$ cat config.mk
export PLATFORM = sky130hd
export DESIGN_NAME = ref_tick_counter
export DESIGN_NICKNAME = d
export VERILOG_FILES = /design/src/rtl/pw_det_pkg.sv /design/src/rtl/pw_edge_sync.sv /design/src/rtl/ref_tick_counter.sv
export SDC_FILE = /design/constraint.sdc
export NUM_CORES = 1
export LEC_CHECK = 0
export CAP_MARGIN = 20
export CORE_MARGIN = 2
export CORE_UTILIZATION = 45
export CTS_CLUSTER_SIZE = 24
export DETAILED_ROUTE_END_ITERATION = 6
export GPL_ROUTABILITY_DRIVEN = 0
export PLACE_DENSITY = 0.8
export SLEW_MARGIN = 25
export SYNTH_ARGS = -nofsm -noshare
export SYNTH_HDL_FRONTEND = slang
export SYNTH_SLANG_ARGS = --single-unit
$ cat constraint.sdc
create_clock -name clkout -period 2.2 [get_ports clkout]
set_input_delay 0.33 -clock clkout [delete_from_list [all_inputs] [get_ports clkout]]
set_output_delay 0.33 -clock clkout [all_outputs]
set_load 0.03 [all_outputs]
$ cat src/rtl/pw_det_pkg.sv
// pw_det_pkg -- shared constants and helpers for the PW_Detection path.
// Rev 1.0
`default_nettype none

package pw_det_pkg;

  localparam logic DIR_UP    = 1'b0;
  localparam logic DIR_DN    = 1'b1;
  localparam int   MODE_WRAP = 0;
  localparam int   MODE_SAT  = 1;

  // Effective modulus, one bit wider than the counter so 2^WIDTH is representable.
  function automatic logic [32:0] eff_mod(input logic [31:0] mod_val, input int width);
    if (mod_val == '0) return 33'(1) << width;
    return {1'b0, mod_val};
  endfunction

endpackage

`default_nettype wire

$ cat src/rtl/pw_edge_sync.sv
// pw_edge_sync -- optional synchroniser chain followed by a rising-edge detector.
// Rev 1.0
`default_nettype none

module pw_edge_sync #(
  parameter int SYNC_STAGES = 2
) (
  input  logic clkout,
  input  logic reset,
  input  logic din,
  output logic rise
);

  logic synced;
  logic prev;

  generate
    if (SYNC_STAGES > 0) begin : g_sync
      logic [SYNC_STAGES-1:0] chain;
      always_ff @(posedge clkout or posedge reset) begin
        if (reset) begin
          chain <= '0;
        end else begin
          chain[0] <= din;
          for (int i = 1; i < SYNC_STAGES; i++) chain[i] <= chain[i-1];
        end
      end
      assign synced = chain[SYNC_STAGES-1];
    end else begin : g_bypass
      assign synced = din;
    end
  endgenerate

  always_ff @(posedge clkout or posedge reset) begin
    if (reset) prev <= 1'b0;
    else       prev <= synced;
  end

  assign rise = synced & ~prev;

endmodule

`default_nettype wire

$ cat src/rtl/ref_tick_counter.sv
// ref_tick_counter -- programmable-modulus tick counter with event timestamp capture.
// Rev 1.0
`default_nettype none

module ref_tick_counter
  import pw_det_pkg::*;
#(
  parameter int WIDTH       = 2,
  parameter int SAT_MODE    = 0,
  parameter int SYNC_STAGES = 2
) (
  input  logic             clkout,
  input  logic             reset,
  input  logic             en,
  input  logic             clr,
  input  logic             load,
  input  logic [WIDTH-1:0] load_val,
  input  logic             dir,
  input  logic [WIDTH-1:0] mod_val,
  input  logic             evt_in,
  output logic [WIDTH-1:0] count,
  output logic             tc,
  output logic             ovf,
  output logic [WIDTH-1:0] cap_val,
  output logic             cap_vld
);

  localparam logic           IS_SAT = (SAT_MODE == MODE_SAT);
  localparam logic [WIDTH:0] ONE    = (WIDTH+1)'(1);

  logic [32:0]    m_full;
  logic [WIDTH:0] m, m_last, cnt_x, ld_x, cnt_nx;
  logic           oob, tc_nx, ovf_nx, evt_rise;

  assign m_full = eff_mod(32'(mod_val), WIDTH);
  assign m      = m_full[WIDTH:0];
  assign m_last = m - ONE;
  assign cnt_x  = {1'b0, count};
  assign ld_x   = {1'b0, load_val};
  // Count left beyond a freshly shrunk modulus must be pulled back into range.
  assign oob    = (cnt_x >= m);

  generate
    if (WIDTH < 32) begin : g_mod_unused
      logic unused_mod_hi;
      assign unused_mod_hi = |m_full[32:WIDTH+1];
    end
  endgenerate

  logic unused_cnt_msb;
  assign unused_cnt_msb = cnt_nx[WIDTH];

  always_comb begin
    cnt_nx = cnt_x;
    tc_nx  = 1'b0;
    ovf_nx = ovf;
    if (clr) begin
      cnt_nx = '0;
      ovf_nx = 1'b0;
    end else if (load) begin
      cnt_nx = (ld_x >= m) ? m_last : ld_x;
    end else if (en) begin
      if (dir == DIR_DN) begin
        if (oob || (cnt_x == '0 && !IS_SAT)) begin
          cnt_nx = m_last;
          tc_nx  = 1'b1;
          ovf_nx = 1'b1;
        end else if (cnt_x == '0) begin
          ovf_nx = 1'b1;
        end else begin
          cnt_nx = cnt_x - ONE;
          if (IS_SAT && cnt_x == ONE) begin
            tc_nx  = 1'b1;
            ovf_nx = 1'b1;
          end
        end
      end else begin
        if (oob || (cnt_x == m_last && !IS_SAT)) begin
          cnt_nx = '0;
          tc_nx  = 1'b1;
          ovf_nx = 1'b1;
        end else if (cnt_x == m_last) begin
          ovf_nx = 1'b1;
        end else begin
          cnt_nx = cnt_x + ONE;
          if (IS_SAT && cnt_nx == m_last) begin
            tc_nx  = 1'b1;
            ovf_nx = 1'b1;
          end
        end
      end
    end
  end

  always_ff @(posedge clkout or posedge reset) begin
    if (reset) begin
      count <= '0;
      tc    <= 1'b0;
      ovf   <= 1'b0;
    end else begin
      count <= cnt_nx[WIDTH-1:0];
      tc    <= tc_nx;
      ovf   <= ovf_nx;
    end
  end

  pw_edge_sync #(
    .SYNC_STAGES(SYNC_STAGES)
  ) u_evt_sync (
    .clkout(clkout),
    .reset (reset),
    .din   (evt_in),
    .rise  (evt_rise)
  );

  // Capture samples the pre-update count, so a same-cycle clr still records it.
  always_ff @(posedge clkout or posedge reset) begin
    if (reset) begin
      cap_val <= '0;
      cap_vld <= 1'b0;
    end else begin
      cap_vld <= evt_rise;
      if (evt_rise) cap_val <= count;
    end
  end

endmodule

`default_nettype wire
# == After elaboration in Yosys (flattened, before gate mapping) ==
# Index checks and enable logic that the tools add are counted.
# W data, S select, Z words.
# word_totals
register_bits,10
input_bits,11
output_inout_bits,7
# op_classes
addsub,3
magnitude_cmp,2
eq_ne,5
n_mux,26
bitwise,2
n_reduce_logical,9
# ops
op,count
$mux W2,9
$mux W1,15
$ne A5 B4 Y1 const B,2
$ge A2 B3 Y1,2
$mux W3,2
$ne A4 B2 Y1 const B,1
$reduce_and A4 Y1,1
$reduce_bool A4 Y1,1
$eq A2 B3 Y1,1
$logic_not A3 Y1,1
$reduce_and A3 Y1,1
$reduce_bool A3 Y1,1
$sub A3 B1 Y3 const B,1
$add A2 B1 Y2 const B,1
$logic_not A2 Y1,1
$logic_or A1 B1 Y1,2
$ne A2 B2 Y1 const B,1
$reduce_bool A2 Y1,1
$sub A2 B1 Y2 const B,1
$and A1 B1 Y1,1
$not A1 Y1,1

# == Longest topological paths before layout ==
# Gate-level depths: netlist of the first run.
# depth
depth_word,11
ltp_mapped,9
ltp_nobuf,9

# == Hierarchy ==
# From an unflattened synthesis of the first run, not the netlist that was laid out.
# unflattened
hier_cells,61
hier_area_um2,639.4
# by_module_without_submodules
mod,instances,cells_each,area_each_um2
ref_tick_counter,1,56,546.8
pw_edge_sync,1,5,92.6

# == Worst setup path after synthesis of the first run ==
# Ideal clock, no wire load.
# synth_timing
kind,input to register
from,input mod_val[1]
to,register count[0]
setup_ns,0.111
arrival_time_ns,1.904
path_slack_ns,0.185
stages,9
n_path_buf,0
cell_sequence,inv_1 > ha_1 > nor2_1 > ha_1 > nand2b_1 > a21oi_2 > o211ai_1 > a21bo_1 > a2111oi_2
# synth_via
elab_chain_cells,11
# synth_rtl
item,line,source
start: declaration,ref_tick_counter.sv:19,"input logic [WIDTH-1:0] mod_val,"
$logic_not A2 Y1,pw_det_pkg.sv:14,if (mod_val == '0) return 33'(1) << width;
$mux W1,pw_det_pkg.sv:14,
$mux W3 *,pw_det_pkg.sv:15,"return {1'b0, mod_val};"
$sub A3 B1 Y3,ref_tick_counter.sv:37,assign m_last = m - ONE;
$eq A2 B3 Y1,"ref_tick_counter.sv:78, ref_tick_counter.sv:82",
$logic_or A1 B1 Y1,ref_tick_counter.sv:78,if (oob || (cnt_x == m_last && !IS_SAT)) begin
$mux W2,ref_tick_counter.sv:78,
$mux W2,ref_tick_counter.sv:63,if (dir == DIR_DN) begin
$mux W2,ref_tick_counter.sv:62,end else if (en) begin
$mux W2,ref_tick_counter.sv:60,end else if (load) begin
$mux W2,ref_tick_counter.sv:57,if (clr) begin
end signal: assignment,ref_tick_counter.sv:101,count <= cnt_nx[WIDTH-1:0];
end: declaration,ref_tick_counter.sv:21,"output logic [WIDTH-1:0] count,"
# Every way passes the cells marked *; elsewhere a longest branch is shown, timed or not. The select of a mux whose other input is x is not followed.
# A chain may end at the register's enable or synchronous reset.

# == Worst setup path in the final report of the first run ==
# layout_timing
from,input mod_val[0]
to,register count[0]
# Same word-level chain as after synthesis.

==> reports/results.ini, run 1 <==
[status]
status = finished clean

[critical_path]
startpoint_type = input pin
setup.worst_path.end_class = flop
crit_chain = dlygate4sd2_1 -> inv_1 -> ha_2 -> nor2_2 -> ha_1 -> nand2b_4 -> a21oi_4 -> o211ai_1 -> a21bo_1 -> a2111oi_2
cpPeakStageDelay_ns = 0.35
setup_cp_type = input pin to flop
cp.arrival_ns = 2.16
worst_path_slowest_cell = sky130_fd_sc_hd__a2111oi_2
critical_path.max_fanout = 2
cp.required_ns = 2.35

[routing]
route.antenna.remaining_nets = 0
detail_route.vias_per_cell = 5.05
drt-wirelength-per-cell_um = 11.7
wirelength_um = 1330
dr_total_vias = 571
drc_errors = 0
first_pass_iters = 4
drtIter0Drc = 5

[power_and_ir_drop]
vdd.ir_drop.worst_mv = 0.550
power.density_cell_area_nw_per_um2 = 585
power.leakage_nw = 0.463

[synth]
synth.ff_latch_count = 10
syn-instance-count = 68
async_sr_flop_fraction = 1.00
post_synth_instance_area_sq_um = 647
synth_nets = 86
synthFlopType = sky130_fd_sc_hd__dfrtp_1
post_synth_num_cell_types = 28
warnings_from_yosys = 0
number_of_flops_mapped_to_enable_cells_by_yosys = 0
synth_common_cells = sky130_fd_sc_hd__inv_1, sky130_fd_sc_hd__dfrtp_1, sky130_fd_sc_hd__ha_1
yosysSeqAreaShare = 0.387
synthDominantAreaCellType = sky130_fd_sc_hd__dfrtp_1
synth_area_leaders = sky130_fd_sc_hd__dfrtp_1, sky130_fd_sc_hd__ha_1, sky130_fd_sc_hd__inv_1
synthesis.area_per_instance_sq_um = 9.51
yosysMostFrequentCell = sky130_fd_sc_hd__inv_1
yosys.area.top_type_share = 0.387

[sta]
setup_repair_after_global_routing_missed_its_margin = no
final_hold_viol_count = 0
final_critical_path_setup_slack_ns = 0.182
timing.final.setup_violations = 0
min_period_over_period = 0.917
fmax_ghz = 0.495
report.final.slew_viol_count = 0
timing_worst_slew_pin_value_ns = 0.343
remaining_max_slew_budget_at_the_tightest_pin = 0.765
fin_skew_ns = 0.000364
post_layout_min_period_ns = 2.02

[floorplanning]
floorplan_die_area_sq_um = 1760
initial_util = 0.491
die_w_um = 41.9
core_area_sq_um = 1320
io-pin-count = 18
die_h_um = 41.9
core.rowCount = 13

[placed_design]
numPortBuffers = 17
place_ws_ns = -0.387
post-dp-hpwl_um = 1070

[clock_network]
ctsHtreeMaxLevel = 1
hold_buffers = 0
clkTransAtPathRegs_ns = 0.06
cts.sinks = 10
clock-root-buffer = sky130_fd_sc_hd__clkbuf_4
cts_buffer_depth = 2
clk_latency_ns = 0.25
tritoncts = yes
cts_inserted_buffers = 3

[global_route]
globalRouteTotalUtil = 0.190
first_pass_grt_wire_length_um = 2480
globalRouteOverflowTotal = 0
pin_count_of_the_biggest_net_entering_global_routing = 11
antenna_found_initial = 0
first_global_vias = 574

[layout]
area_growth_pct = 47.6
layout-drive-gt1-share = 0.224
n_antenna_cell = 0
share_of_the_core_filled_with_cells_in_the_final_layout = 0.725
finalNetCount = 118
layout.filler_cells = 111

[worst_hold_path]
hold_class = input pin to async pin

[job]
max-cap-violations = 0

## power breakdown
group	internal, mW	leakage [nW]	total (mW)	switching (mW)
clock network	0.0628	0.0138	0.117	0.0546
logic	0.118	0.322	0.230	0.112
registers	0.200	0.127	0.211	0.0110
total	0.381	0.463	0.559	0.177
## cells by family after synthesis
family                   after synthesis  share of synthesized area
buffers and inverters                 12                     0.0696
flip-flops                            10                      0.387
AND/OR/NAND/NOR                       19                      0.161
XOR/XNOR                               1                     0.0135
adder cells (fa/ha/maj)                7                      0.135
AO/OA/AOI/OAI                         17                      0.203
multiplexers                           2                     0.0309
## worst max-delay path, delay by kind of cell
kind,cells,cell delay [ns]
buf+inv,2,0.30
simple gates,2,0.21
fa+ha+maj,2,0.48
compound gates,4,0.85
## path summary, 6_finish.rpt
path	endpoint	slack, ns	startpoint	depth (start not counted)
max	count[0]	0.18	mod_val[0]	10
min	u_evt_sync.prev	0.35	reset	2
max reg2reg	count[0]	0.30	count[0]	7
min reg2reg	u_evt_sync.g_sync.chain[1]	0.35	u_evt_sync.g_sync.chain[0]	0
max in group asynchronous	ovf	1.58	reset	2
min in group clkout	u_evt_sync.g_sync.chain[1]	0.35	u_evt_sync.g_sync.chain[0]	0
## timing repair
| action | in CTS | in global routing |
|---|---|---|
| setup buffers | 3 | 0 |
| gates resized for setup | 6 | 0 |
| endpoints found under the setup margin | 2 | 0 |
## layout make-up
class / count / area [sq um] / share of cell area
multi-input cells: 46 / 372 / 0.389
clock buffers: 3 / 22.5 / 0.0236
repair buffers: 28 / 250 / 0.262
flip-flops and latches: 10 / 250 / 0.262
well taps: 15 / 18.8 / 0.0197
inverters: 11 / 41.3 / 0.0433
## registers in the layout, indices dropped and copies added, names as in the netlist
| signal | cells |
|---|---|
| ovf | 1 |
| tc | 1 |
| u_evt_sync.prev | 1 |
| u_evt_sync.g_sync.chain | 2 |
| cap_vld | 1 |
| cap_val | 2 |
| count | 2 |
## metal layers
metal	GRT usage	vias to the layer above	part of all wire
met5	0	-	0
met4	0.0194	0	0
met3	0.0783	0	0.044
met2	0.322	12	0.51
met1	0.232	261	0.45
li1	-	298	-
## placed cells by master (no fill, tap or decap), drive strengths merged, types with 2 or more instances in the layout
master          n
a2111oi         2
a21oi           4
buf            11
clkbuf          3
clkdlybuf4s50  15
dfrtp          10
dlygate4sd2     2
ha              7
inv            11
mux2i           2
nand2           5
nand2b          3
nand3b          2
nor2            3
nor2b           3
o21ai           4
## stage by stage
step / TNS, ns / cell area, sq um / hold WS, ns / cells / total power [mW]
after floorplan: 0 / 647 / 0.170 / 68 / 0.337
after global placement: -0.801 / 892 / 0.332 / 107 / 0.418
after detailed placement: -1.00 / 892 / 0.339 / 107 / 0.426
after CTS: 0 / 955 / 0.352 / 113 / 0.566
after global routing: 0 / 955 / 0.356 / 113 / 0.600
final: 0 / 955 / 0.351 / 113 / 0.559
Note: power is estimated with default switching activity, not from simulation.
==> run 2: changes to the inputs <==
CORE_UTILIZATION = 41   (was 45)
PLACE_DENSITY = 0.77   (was 0.8)
clock period = 1.8 ns   (was 2.2 ns; I/O delays follow)
==> run 2 against run 1 <==
Clock-buffer cell count grew 1. Sequential share of layout area down 3.7 points. Utilization up 2.9 points. Power increased by 45%. The flow now finishes with violations (negative setup slack). Worst hold slack got worse by 0.084 ns. Global-route usage shrank 1.2 points. First-iteration DRC count is 100% higher. Critical path depth shrank 2. Die area increased by 8.8%. Critical path type is now flop to flop. Via count up 6.8%. Non-clock buffer count up 4.
==> reports/results.ini, run 2 (same netlist as run 1, synthesis figures left out) <==
[job]
max-cap-violations = 0

[layout]
n_antenna_cell = 0
top_regs = cap_val: 2 flops, count: 2 flops, u_evt_sync.g_sync.chain: 2 flops
share_of_the_core_filled_with_cells_in_the_final_layout = 0.754
layout_common_cells = sky130_fd_sc_hd__clkdlybuf4s50_1, sky130_fd_sc_hd__buf_4, sky130_fd_sc_hd__dfrtp_1
leading_cell_type_in_the_layout_fill_and_taps_excluded = sky130_fd_sc_hd__clkdlybuf4s50_1
layout-drive-gt1-share = 0.408
area_growth_pct = 73.5
finalNetCount = 122

[global_route]
pin_count_of_the_biggest_net_entering_global_routing = 11
globalRouteOverflowTotal = 0
globalRouteTotalUtil = 0.178
first_pass_grt_wire_length_um = 2480
antenna_found_initial = 0
first_global_vias = 583

[sta]
timing_worst_slew_pin_value_ns = 0.365
fin_skew_ns = 0.00741
setup_repair_after_global_routing_missed_its_margin = yes
report.final.slew_viol_count = 0
fmax_ghz = 0.546
post_layout_min_period_ns = 1.83
final_hold_viol_count = 0
min_period_over_period = 1.02
remaining_max_slew_budget_at_the_tightest_pin = 0.756
final_critical_path_setup_slack_ns = -0.0312
tns_ns = -0.0312
timing.final.setup_violations = 1

[clock_network]
cts_inserted_buffers = 3
ctsHtreeMaxLevel = 1
clkTransAtPathRegs_ns = 0.07
clock-root-buffer = sky130_fd_sc_hd__clkbuf_4
hold_buffers = 0
cts.sinks = 10
cts_buffer_depth = 2
tritoncts = yes
clk_latency_ns = 0.27

[critical_path]
cpPeakStageDelay_ns = 0.43
setup.worst_path.end_class = flop
critical_path.max_fanout = 2
crit_chain = inv_2 -> ha_4 -> nand2b_4 -> buf_6 -> a211oi_4 -> mux2i_1 -> a21oi_1 -> o21ai_1
cp.arrival_ns = 2.02
worst_path_slowest_cell = sky130_fd_sc_hd__dfrtp_2
cp.required_ns = 1.99
setup_cp_type = flop to flop
startpoint_type = flop

[status]
status = complete, but fails checks
failed_checks = negative setup slack

[worst_hold_path]
hold_class = input pin to async pin

[power_and_ir_drop]
proportion_of_power_drawn_by_the_clock_network = 0.246
power.leakage_nw = 0.508
switching_share = 0.322
vdd.ir_drop.worst_mv = 0.673
switching_power_mw = 0.261
power.sequential.fraction = 0.318
comb_power_share = 0.436
cellInternalPower_mw = 0.550
power.density_cell_area_nw_per_um2 = 723

[routing]
wirelength_um = 1580
detail_route.vias_per_cell = 5.13
first_pass_iters = 4
drt-wirelength-per-cell_um = 13.3
dr_total_vias = 610
route.antenna.remaining_nets = 0
drtIter0Drc = 10
drc_errors = 0

[placed_design]
numPortBuffers = 17
post-dp-hpwl_um = 1130

[floorplanning]
core_area_sq_um = 1490
floorplan_die_area_sq_um = 1910
core.rowCount = 14
io-pin-count = 18
die_h_um = 43.7
die_w_um = 43.7
initial_util = 0.434

-- run 2: cell types whose count changed in the layout (fill, tap and decap cells not counted), moves of 2 or more --
cell and delta:
sky130_fd_sc_hd__buf_6 +4, sky130_fd_sc_hd__ha_4 +4, sky130_fd_sc_hd__inv_1 -4, sky130_fd_sc_hd__inv_2 +4
sky130_fd_sc_hd__ha_1 -3, sky130_fd_sc_hd__buf_4 +2, sky130_fd_sc_hd__dfrtp_1 -2, sky130_fd_sc_hd__dfrtp_2 +2
sky130_fd_sc_hd__dlygate4sd2_1 -2
-- run 2: cell type report --
| type | instances | area [sq um] |
|---|---|---|
| Multi-Input combinational cell | 46 | 477 |
| Fill cell | 97 | 367 |
| Timing Repair Buffer | 32 | 295 |
| Sequential cell | 10 | 253 |
| Inverter | 11 | 41.3 |
| Clock buffer | 4 | 36.3 |
| Tap cell | 16 | 20.0 |
-- run 2: power by group through the flow --
stage               registers [mW]  logic (mW)  clock network (mW)
floorplan                    0.295       0.128                   0
global placement             0.259       0.281                   0
detailed placement           0.260       0.288                   0
CTS                          0.256       0.305               0.202
global route                 0.260       0.381               0.218
finish                       0.258       0.354               0.200
-- run 2: final timing paths --
kind | startpoint | end | slack [ns] | cells after the start
worst min-delay path | reset | cap_val[0] | 0.27 | 2
worst min register to register | u_evt_sync.g_sync.chain[0] | u_evt_sync.g_sync.chain[1] | 0.36 | 0
max in group asynchronous | reset | count[1] | 1.25 | 2
worst max-delay path | count[0] | count[1] | -0.03 | 8
min in group clkout | u_evt_sync.g_sync.chain[0] | u_evt_sync.g_sync.chain[1] | 0.36 | 0
worst max register to register | count[0] | count[1] | -0.03 | 8
-- run 2: per-layer routing --
layer  part of all wire  up-vias  track usage
li1                   -      304            -
met1               0.48      289        0.232
met2               0.49       17        0.279
met3              0.039        0       0.0667
met4                  0        0       0.0424
met5                  0        -            0
-- run 2: what timing repair did --
action,CTS,global route
setup buffers,2,0
pin swaps,7,14
resized for setup,8,18
setup endpoints to repair,4,2
-- run 2: per-stage QoR --
stage	area [sq um]	total power, mW	hold WS (ns)	setup slack, ns	cells
after floorplan	677	0.424	0.110	0.00488	68
after global placement	961	0.540	0.334	-0.523	113
after detailed placement	961	0.548	0.352	-0.559	113
after CTS	1030	0.763	0.281	0.00570	119
after global routing	1120	0.859	0.301	-0.138	119
final	1120	0.811	0.267	-0.0312	119
-- run 2: worst max-delay path: cells and delay by family, from the launching register on --
kind,cells,cell delay (ns)
multiplexers,1,0.26
flip-flops,1,0.43
buffers and inverters,2,0.20
AO/OA/AOI/OAI,3,0.52
adder cells (fa/ha/maj),1,0.19
AND/OR/NAND/NOR,1,0.15
==> run 3: changes to the inputs <==
CELL_PAD_IN_SITES_DETAIL_PLACEMENT = 1   (was unset)
CELL_PAD_IN_SITES_GLOBAL_PLACEMENT = 1   (was unset)
CORE_ASPECT_RATIO = 0.8   (was unset)
CORE_UTILIZATION = 31   (was 41)
==> run 3 against run 2 <==
The run still ends with negative setup slack left. Sequential power is essentially flat. Design area grew 3.3%. Die area grew 29%. Critical path depth shrank 1. Fmax grew 0.24%. Via count grew 22%. Utilization shrank 15 points. First-iteration DRC count shrank 70%. Clock skew shrank 0.0056 ns. Critical path type unchanged. Critical endpoint is now count[0]. Highest routed layer is now met4.
==> reports/results.ini, run 3 (same netlist as run 1, synthesis figures left out) <==
[routing]
route.layer.met1.wl_um = 1120
dr_total_vias = 742
top_signal_layer_used = met4
drtIter0Drc = 3
met3RoutedLength_um = 90
route.antenna.remaining_nets = 0
wl_met2_um = 1390
wirelength_um = 2710
detail_route.vias_per_cell = 5.46
first_pass_iters = 4
drt-wirelength-per-cell_um = 19.9
drc_errors = 0

[floorplanning]
die_w_um = 55.1
die_h_um = 44.9
floorplan_die_area_sq_um = 2470
core.rowCount = 14
io-pin-count = 18
core_area_sq_um = 1930
initial_util = 0.336

[power_and_ir_drop]
power_mw = 0.875
power.density_cell_area_nw_per_um2 = 754
power.leakage_nw = 0.568
vdd.ir_drop.worst_mv = 0.386

[sta]
remaining_max_slew_budget_at_the_tightest_pin = 0.725
timing_worst_slew_pin_value_ns = 0.411
final_hold_viol_count = 0
fmax_ghz = 0.547
post_layout_min_period_ns = 1.83
setup_repair_after_global_routing_missed_its_margin = yes
hold_slack_ns = 0.298
min_period_over_period = 1.01
final_critical_path_setup_slack_ns = -0.0269
fin_skew_ns = 0.00183
report.final.slew_viol_count = 0
timing.final.setup_violations = 2

[layout]
top_regs = cap_val: 2 flops, count: 2 flops, u_evt_sync.g_sync.chain: 2 flops
design_area_sq_um = 1160
finalNetCount = 131
leading_cell_type_in_the_layout_fill_and_taps_excluded = sky130_fd_sc_hd__buf_4
area_growth_pct = 79.3
n_antenna_cell = 0
layout_common_cells = sky130_fd_sc_hd__buf_4, sky130_fd_sc_hd__clkdlybuf4s50_1, sky130_fd_sc_hd__inv_1, sky130_fd_sc_hd__dfrtp_1, sky130_fd_sc_hd__nand2_1
share_of_the_core_filled_with_cells_in_the_final_layout = 0.602
layout-drive-gt1-share = 0.464

[clock_network]
cts_inserted_buffers = 3
clkTransAtPathRegs_ns = 0.07
clk_latency_ns = 0.27
tritoncts = yes
ctsHtreeMaxLevel = 1
clock-root-buffer = sky130_fd_sc_hd__clkbuf_4
cts.sinks = 10
cts_buffer_depth = 2

[status]
failed_checks = negative setup slack
status = complete, but fails checks

[critical_path]
startpoint_type = flop
setup.worst_path.end_class = flop
critical_path.max_fanout = 4
cp.arrival_ns = 1.99
cp.required_ns = 1.97
setup_cp_type = flop to flop

[placed_design]
numPortBuffers = 17
place_ws_ns = -0.621
placed_area_sq_um = 986
post-dp-hpwl_um = 1860

[global_route]
globalRouteTotalUtil = 0.228
first_global_vias = 751
antenna_found_initial = 0
globalRouteOverflowTotal = 0
pin_count_of_the_biggest_net_entering_global_routing = 11
first_pass_grt_wire_length_um = 3800

[worst_hold_path]
hold_class = input pin to async pin

[job]
max-cap-violations = 0

-- run 3: cell type report --
type	instances	area [sq um]
fillers	217	767
multi-input cells	46	454
repair buffers	41	345
flip-flops and latches	10	253
inverters	11	41.3
clock buffers	4	36.3
well taps	24	30.0
-- run 3: power by group --
group	internal [mW]	switching, mW	leakage (nW)
Clock	0.123	0.0877	0.0210
Sequential	0.246	0.0155	0.124
Combinational	0.202	0.201	0.423
Total	0.571	0.304	0.568
-- run 3: per-stage QoR --
stage	cells	TNS, ns
3_5_place_dp	123	-1.95
2_1_floorplan	68	0
6_report	136	-0.0466
4_1_cts	131	0
3_3_place_gp	123	-1.55
5_1_grt	136	-0.215
-- run 3: routing by layer --
metal / track usage / vias up
li1: - / 328
met5: 0 / -
met1: 0.277 / 358
met3: 0.0298 / 18
met2: 0.412 / 38
met4: 0.0732 / 0
-- run 3: critical path, cell delays in order, from the launching register on --
cell                        delay (ns)
sky130_fd_sc_hd__dfrtp_2          0.44
sky130_fd_sc_hd__buf_4            0.14
sky130_fd_sc_hd__buf_4            0.15
sky130_fd_sc_hd__xor2_1           0.16
sky130_fd_sc_hd__nand2b_1         0.11
sky130_fd_sc_hd__o211ai_1         0.14
sky130_fd_sc_hd__a21bo_1          0.24
sky130_fd_sc_hd__a2111oi_2        0.34
-- run 3: final timing paths --
kind | from | to | slack (ns) | depth (start not counted)
worst max-delay path | count[1] | count[0] | -0.03 | 7
worst min-delay path | reset | u_evt_sync.prev | 0.30 | 2
worst max register to register | count[1] | count[0] | -0.03 | 7
worst min register to register | u_evt_sync.g_sync.chain[0] | u_evt_sync.g_sync.chain[1] | 0.40 | 0
max in group asynchronous | reset | count[0] | 1.19 | 2
min in group clkout | u_evt_sync.g_sync.chain[0] | u_evt_sync.g_sync.chain[1] | 0.40 | 0
-- run 3: repair_timing --
action,in CTS,in global routing
hold buffers,0,0
pin swaps,12,11
setup endpoints to repair,4,4
resized for setup,11,11
setup buffers,5,5
==> patch 1 (config.mk and constraints of run 1) <==
Make the reset (`reset`) synchronous in 4 clocked blocks.
--- a/src/rtl/pw_edge_sync.sv
+++ b/src/rtl/pw_edge_sync.sv
@@ -17,7 +17,7 @@
   generate
     if (SYNC_STAGES > 0) begin : g_sync
       logic [SYNC_STAGES-1:0] chain;
-      always_ff @(posedge clkout or posedge reset) begin
+      always_ff @(posedge clkout) begin
         if (reset) begin
           chain <= '0;
         end else begin
@@ -31,7 +31,7 @@
     end
   endgenerate
 
-  always_ff @(posedge clkout or posedge reset) begin
+  always_ff @(posedge clkout) begin
     if (reset) prev <= 1'b0;
     else       prev <= synced;
   end
--- a/src/rtl/ref_tick_counter.sv
+++ b/src/rtl/ref_tick_counter.sv
@@ -92,7 +92,7 @@
     end
   end
 
-  always_ff @(posedge clkout or posedge reset) begin
+  always_ff @(posedge clkout) begin
     if (reset) begin
       count <= '0;
       tc    <= 1'b0;
@@ -114,7 +114,7 @@
   );
 
   // Capture samples the pre-update count, so a same-cycle clr still records it.
-  always_ff @(posedge clkout or posedge reset) begin
+  always_ff @(posedge clkout) begin
     if (reset) begin
       cap_val <= '0;
       cap_vld <= 1'b0;
Formal check against the unedited RTL: differs if reset is asserted again (counterexample within 4 cycles, from zero or initial values and one cycle with reset high); with reset held inactive, the same outputs for 10 cycles.
==> patch 1 against run 1 <==
- worst setup slack improved by 0.20 ns
- sequential cell count did not move
- worst hold slack improved by 0.060 ns
- critical path type unchanged
- total power fell by 13%
- cell count fell by 8.0%
- non-clock buffer count fell by 5
- area after synthesis fell by 12%
- wire length fell by 8.8%
- design area fell by 9.8%
==> patch 1: results (changes against run 1) <==
* Status: finished clean (unchanged)
* Flop pwr share at 0.396 (was 0.378)
* Met1 global-route usage at 0.2207 (was 0.2322)
* FFs w/ async S/R, synth at 0 (was 1.000)
* Cells after synthesis at 63 (was 68)
* Leak at 0.0003686 uW (was 0.0004631 uW)
* Share of cells above drive strength 1 at 0.2000 (was 0.2245)
* Worst path slowest cell: a211oi_2 (was a2111oi_2)
* DRT met1 WL at 606 um (was 593 um)
* F_max at 0.5501 GHz (was 0.4955 GHz)
* Multiplexer share of the synthesized area at 0.07033 (was 0.03095)
* Placement Cell Area at 802.0 um^2 (was 892.1 um^2)
* Fin Hold WS at 0.4113 ns (was 0.3512 ns)
* GR Util met3 at 0.07386 (was 0.07826)
* R2R Setup Slk at 0.49 ns (was 0.30 ns)
* DRT iter0 DRCs at 5 (unchanged)
* Worst Path Arrival at 1.97 ns (was 2.16 ns)
* Drt pass-1 iters at 4 (unchanged)
* Nets at 108 (was 118)
* Met2 usage at 0.3279 (was 0.3219)
* Synth area leaders: dfxtp_1 35%, ha_1 13%, mux2i_1 7.0% (was dfrtp_1 39%, ha_1 14%, inv_1 6.4%)
* Top sig layer: met4 (was met3)
* Met3 wire len at 37 um (was 58 um)
* Crit Path Max Fanout at 4 (was 2)
* Vias/cell at 5.077 (was 5.053)
* Placed cell count at 100 (was 107)
* Detailed placement HPWL at 981.4 um (was 1069 um)
* Worst path max stage delay at 0.32 ns (was 0.35 ns)
* Seq/Total Area, Yosys at 0.3516 (was 0.3868)
* Synth Area in XOR/XNOR at 0.01538 (was 0.01354)
* Syn Nets at 80 (was 86)
* Worst hold-check path type: reg -> reg (was in -> async)
* Drt wl/cell at 11.63 um (was 11.74 um)
* CTS Buf Count at 3 (unchanged)
* Synth top cells by count: 10 x dfxtp_1, 8 x inv_1, 7 x nor2_1 (was 11 x inv_1, 10 x dfrtp_1, 7 x ha_1)
* Synth Area in Compound Gates at 0.1538 (was 0.2031)
* DRT Wirelength at 1210 um (was 1327 um)
* Net Sw Frac at 0.2635 (was 0.3174)
* Adder-Cell Fraction of Synth Area at 0.1319 (was 0.1354)
* Setup WS pre-CTS at -0.3054 ns (was -0.3866 ns)
* H-tree depth at 1 (unchanged)
* Tot Pwr at 485.1 uW (was 558.9 uW)
* Logic power comb at 131 uW (was 230 uW)
* Relative slew slack at 0.7842 (was 0.7653)
* Setup Buffers After CTS at 0 (was 3)
* Vias in the first global route at 537 (was 574)
* GRT Total Usage at 0.2057 (was 0.1898)
* Synth cell types at 22 (was 28)
* First-pass GRT wire length at 2042 um (was 2484 um)
* Largest net degree at the start of global routing at 7 (was 11)
[patch 1: changes by cell type after synthesis, sizes merged, moves of 2 or more]
cell / before / now
nor3: 1 / 4
nor2b: 3 / 6
dfxtp: 0 / 10
nand3b: 2 / 0
inv: 11 / 8
dfrtp: 10 / 0
nor2: 3 / 7
nand2: 5 / 0
o21ai: 4 / 1
mux2i: 2 / 4
[patch 1: final timing paths]
path,from,endpoint,cells past startpoint
worst min-delay path,u_evt_sync.prev,cap_vld,1
worst max-delay path,mod_val[1],count[0],11
worst max register to register,count[0],count[0],8
worst min register to register,u_evt_sync.prev,cap_vld,1
[patch 1: cell type report]
cell class,instances,area (um^2)
Sequential cell,10,200.2
Tap cell,14,17.52
Fill cell,92,280.3
Inverter,8,30.03
Multi-Input combinational cell,45,356.6
Clock buffer,4,36.28
Timing Repair Buffer,23,220.2
[patch 1: repair_timing]
item | in CTS | in global routing
endpoints found under the setup margin | 1 | 4
pin swaps | 1 | 4
resized for setup | 1 | 4
==> patch 2 (settings of run 1) <==
Made on the original files. Change the parameter `SAT_MODE` from 0 to 1.
--- a/src/rtl/ref_tick_counter.sv
+++ b/src/rtl/ref_tick_counter.sv
@@ -6,7 +6,7 @@
   import pw_det_pkg::*;
 #(
   parameter int WIDTH       = 2,
-  parameter int SAT_MODE    = 0,
+  parameter int SAT_MODE    = 1,
   parameter int SYNC_STAGES = 2
 ) (
   input  logic             clkout,
Function: changed (Yosys sat finds a counterexample within 4 cycles, from zero or initial values and one cycle with reset high).
==> patch 2 against run 1 <==
- worst hold slack got worse by 0.012 ns
- total power grew 16%
- sequential cell count unchanged
- worst setup slack better by 0.012 ns
- largest cell class unchanged
- global-route usage decreased by 1.2 points
- die area grew 4.9%
- area after synthesis is 5.4% higher
- wire length grew 17%
- design area up 4.5%
==> patch 2: results (changes against run 1) <==
* Status: finished clean (unchanged)
* Seq group at 216 uW (was 211 uW)
* Initial antenna violation count at 0 (unchanged)
* Worst path max stage delay at 0.43 ns (was 0.35 ns)
* First-pass GRT wire length at 2456 um (was 2484 um)
* Vias/cell at 5.500 (was 5.053)
* Share of cells above drive strength 1 at 0.2604 (was 0.2245)
* Crit Path Max Fanout at 4 (was 2)
* Fin Hold WS at 0.3394 ns (was 0.3512 ns)
* Syn Nets at 87 (was 86)
* Nets at 117 (was 118)
* Placement Cell Area at 934.6 um^2 (was 892.1 um^2)
* Warnings from Yosys at 0 (unchanged)
* Antenna fix cells at 0 (unchanged)
* Worst r2r path cells at 6 (was 7)
* Worst path top cell family by delay: simple AND/OR/NAND/NOR gates (was compound AO/OA/AOI/OAI gates)
* Relative slew slack at 0.7166 (was 0.7653)
* R2R Setup Slk at 0.34 ns (was 0.30 ns)
* Placed cell count at 109 (was 107)
* Final slew viol count at 0 (unchanged)
* Max Root-Sink Buffers at 2 (unchanged)
* FFs w/ async S/R, synth at 1.000 (unchanged)
* Worst path slowest cell: or3b_4 (was a2111oi_2)
* Comb power frac at 0.485 (was 0.412)
* GRT Total Usage at 0.1783 (was 0.1898)
* Worst VDD drop at 0.3873 mV (was 0.5502 mV)
* Setup WS pre-CTS at -0.3660 ns (was -0.3866 ns)
* Synth cell types at 31 (was 28)
* Clock share of power at 0.182 (was 0.210)
* Vias in the first global route at 612 (was 574)
* Seq/Total Area, Yosys at 0.3670 (was 0.3868)
* Reg2reg end: tc (was count[0])
* DRC Markers at 0 (unchanged)
* DRT iter0 DRCs at 8 (was 5)
* Routed Antenna Nets at 0 (unchanged)
* Worst-path clk slew at 0.06 ns (about the same)
* Top flop regs: cap_val: 2 flops, count: 2 flops, u_evt_sync.g_sync.chain: 2 flops (unchanged)
* DRT Wirelength at 1549 um (was 1327 um)
* Drt wl/cell at 13.83 um (was 11.74 um)
* Synth area leaders: dfrtp_1 37%, ha_1 15%, inv_1 4.4% (was dfrtp_1 39%, ha_1 14%, inv_1 6.4%)
* H-tree depth at 1 (unchanged)
* Skew final at 0.0008815 ns (was 0.0003638 ns)
* Synth top cells by count: 10 x dfrtp_1, 8 x ha_1, 8 x inv_1 (was 11 x inv_1, 10 x dfrtp_1, 7 x ha_1)
* Cells after synthesis at 68 (unchanged)
* Leak at 0.0004681 uW (was 0.0004631 uW)
* Detailed placement HPWL at 1201 um (was 1069 um)
* Net Sw Frac at 0.3485 (was 0.3174)
patch 2: cell types whose count changed after synthesis, moves of 2 or more:
cell      delta
xnor2_1      +2
o31ai_1      +2
mux2_2       +2
inv_1        -3
nor2b_2      -2
mux2i_1      -2
nand3b_1     -2
o311a_1      +2
nand2_1      -3
patch 2: worst max path at each step:
stage                     from        to  slack, ns  cells after the start
floorplan             count[0]        tc       0.13                      6
global placement    mod_val[0]        tc      -0.30                      9
detailed placement  mod_val[0]  count[1]      -0.37                      9
CTS                 mod_val[0]        tc       0.01                      9
global route        mod_val[1]        tc       0.13                      9
finish              mod_val[1]        tc       0.19                      9
patch 2: layout make-up:
cell class | count | area [um^2]
flip-flops and latches | 10 | 250.2
multi-input cells | 49 | 435.4
inverters | 8 | 30.03
fillers | 109 | 456.7
repair buffers | 26 | 239.0
clock buffers | 3 | 22.52
well taps | 16 | 20.02
patch 2: metal layers:
metal  GRT usage  wire [um]
met5           0          0
met1      0.2011        595
met4      0.1125         17
met2      0.3061        861
met3     0.02979         75
patch 2: worst reg2reg max path: cells and delay by family (launching register included):
family / cells / cell delay [ns]
AO/OA/AOI/OAI: 1 / 0.26
flip-flops: 1 / 0.37
AND/OR/NAND/NOR: 3 / 0.76
buffers and inverters: 1 / 0.07
adder cells (fa/ha/maj): 1 / 0.29
patch 2: logic make-up after synthesis:
family / Yosys count / synth area share
AO/OA/AOI/OAI: 20 / 0.2294
AND/OR/NAND/NOR: 17 / 0.1468
flip-flops: 10 / 0.3670
multiplexers: 2 / 0.03303
adder cells (fa/ha/maj): 8 / 0.1468
buffers and inverters: 9 / 0.05137
XOR/XNOR: 2 / 0.02569
patch 2: repair_timing:
action	CTS	global route
setup buffers	0	0
resized for setup	4	6
pin swaps	1	1
setup endpoints to repair	3	3
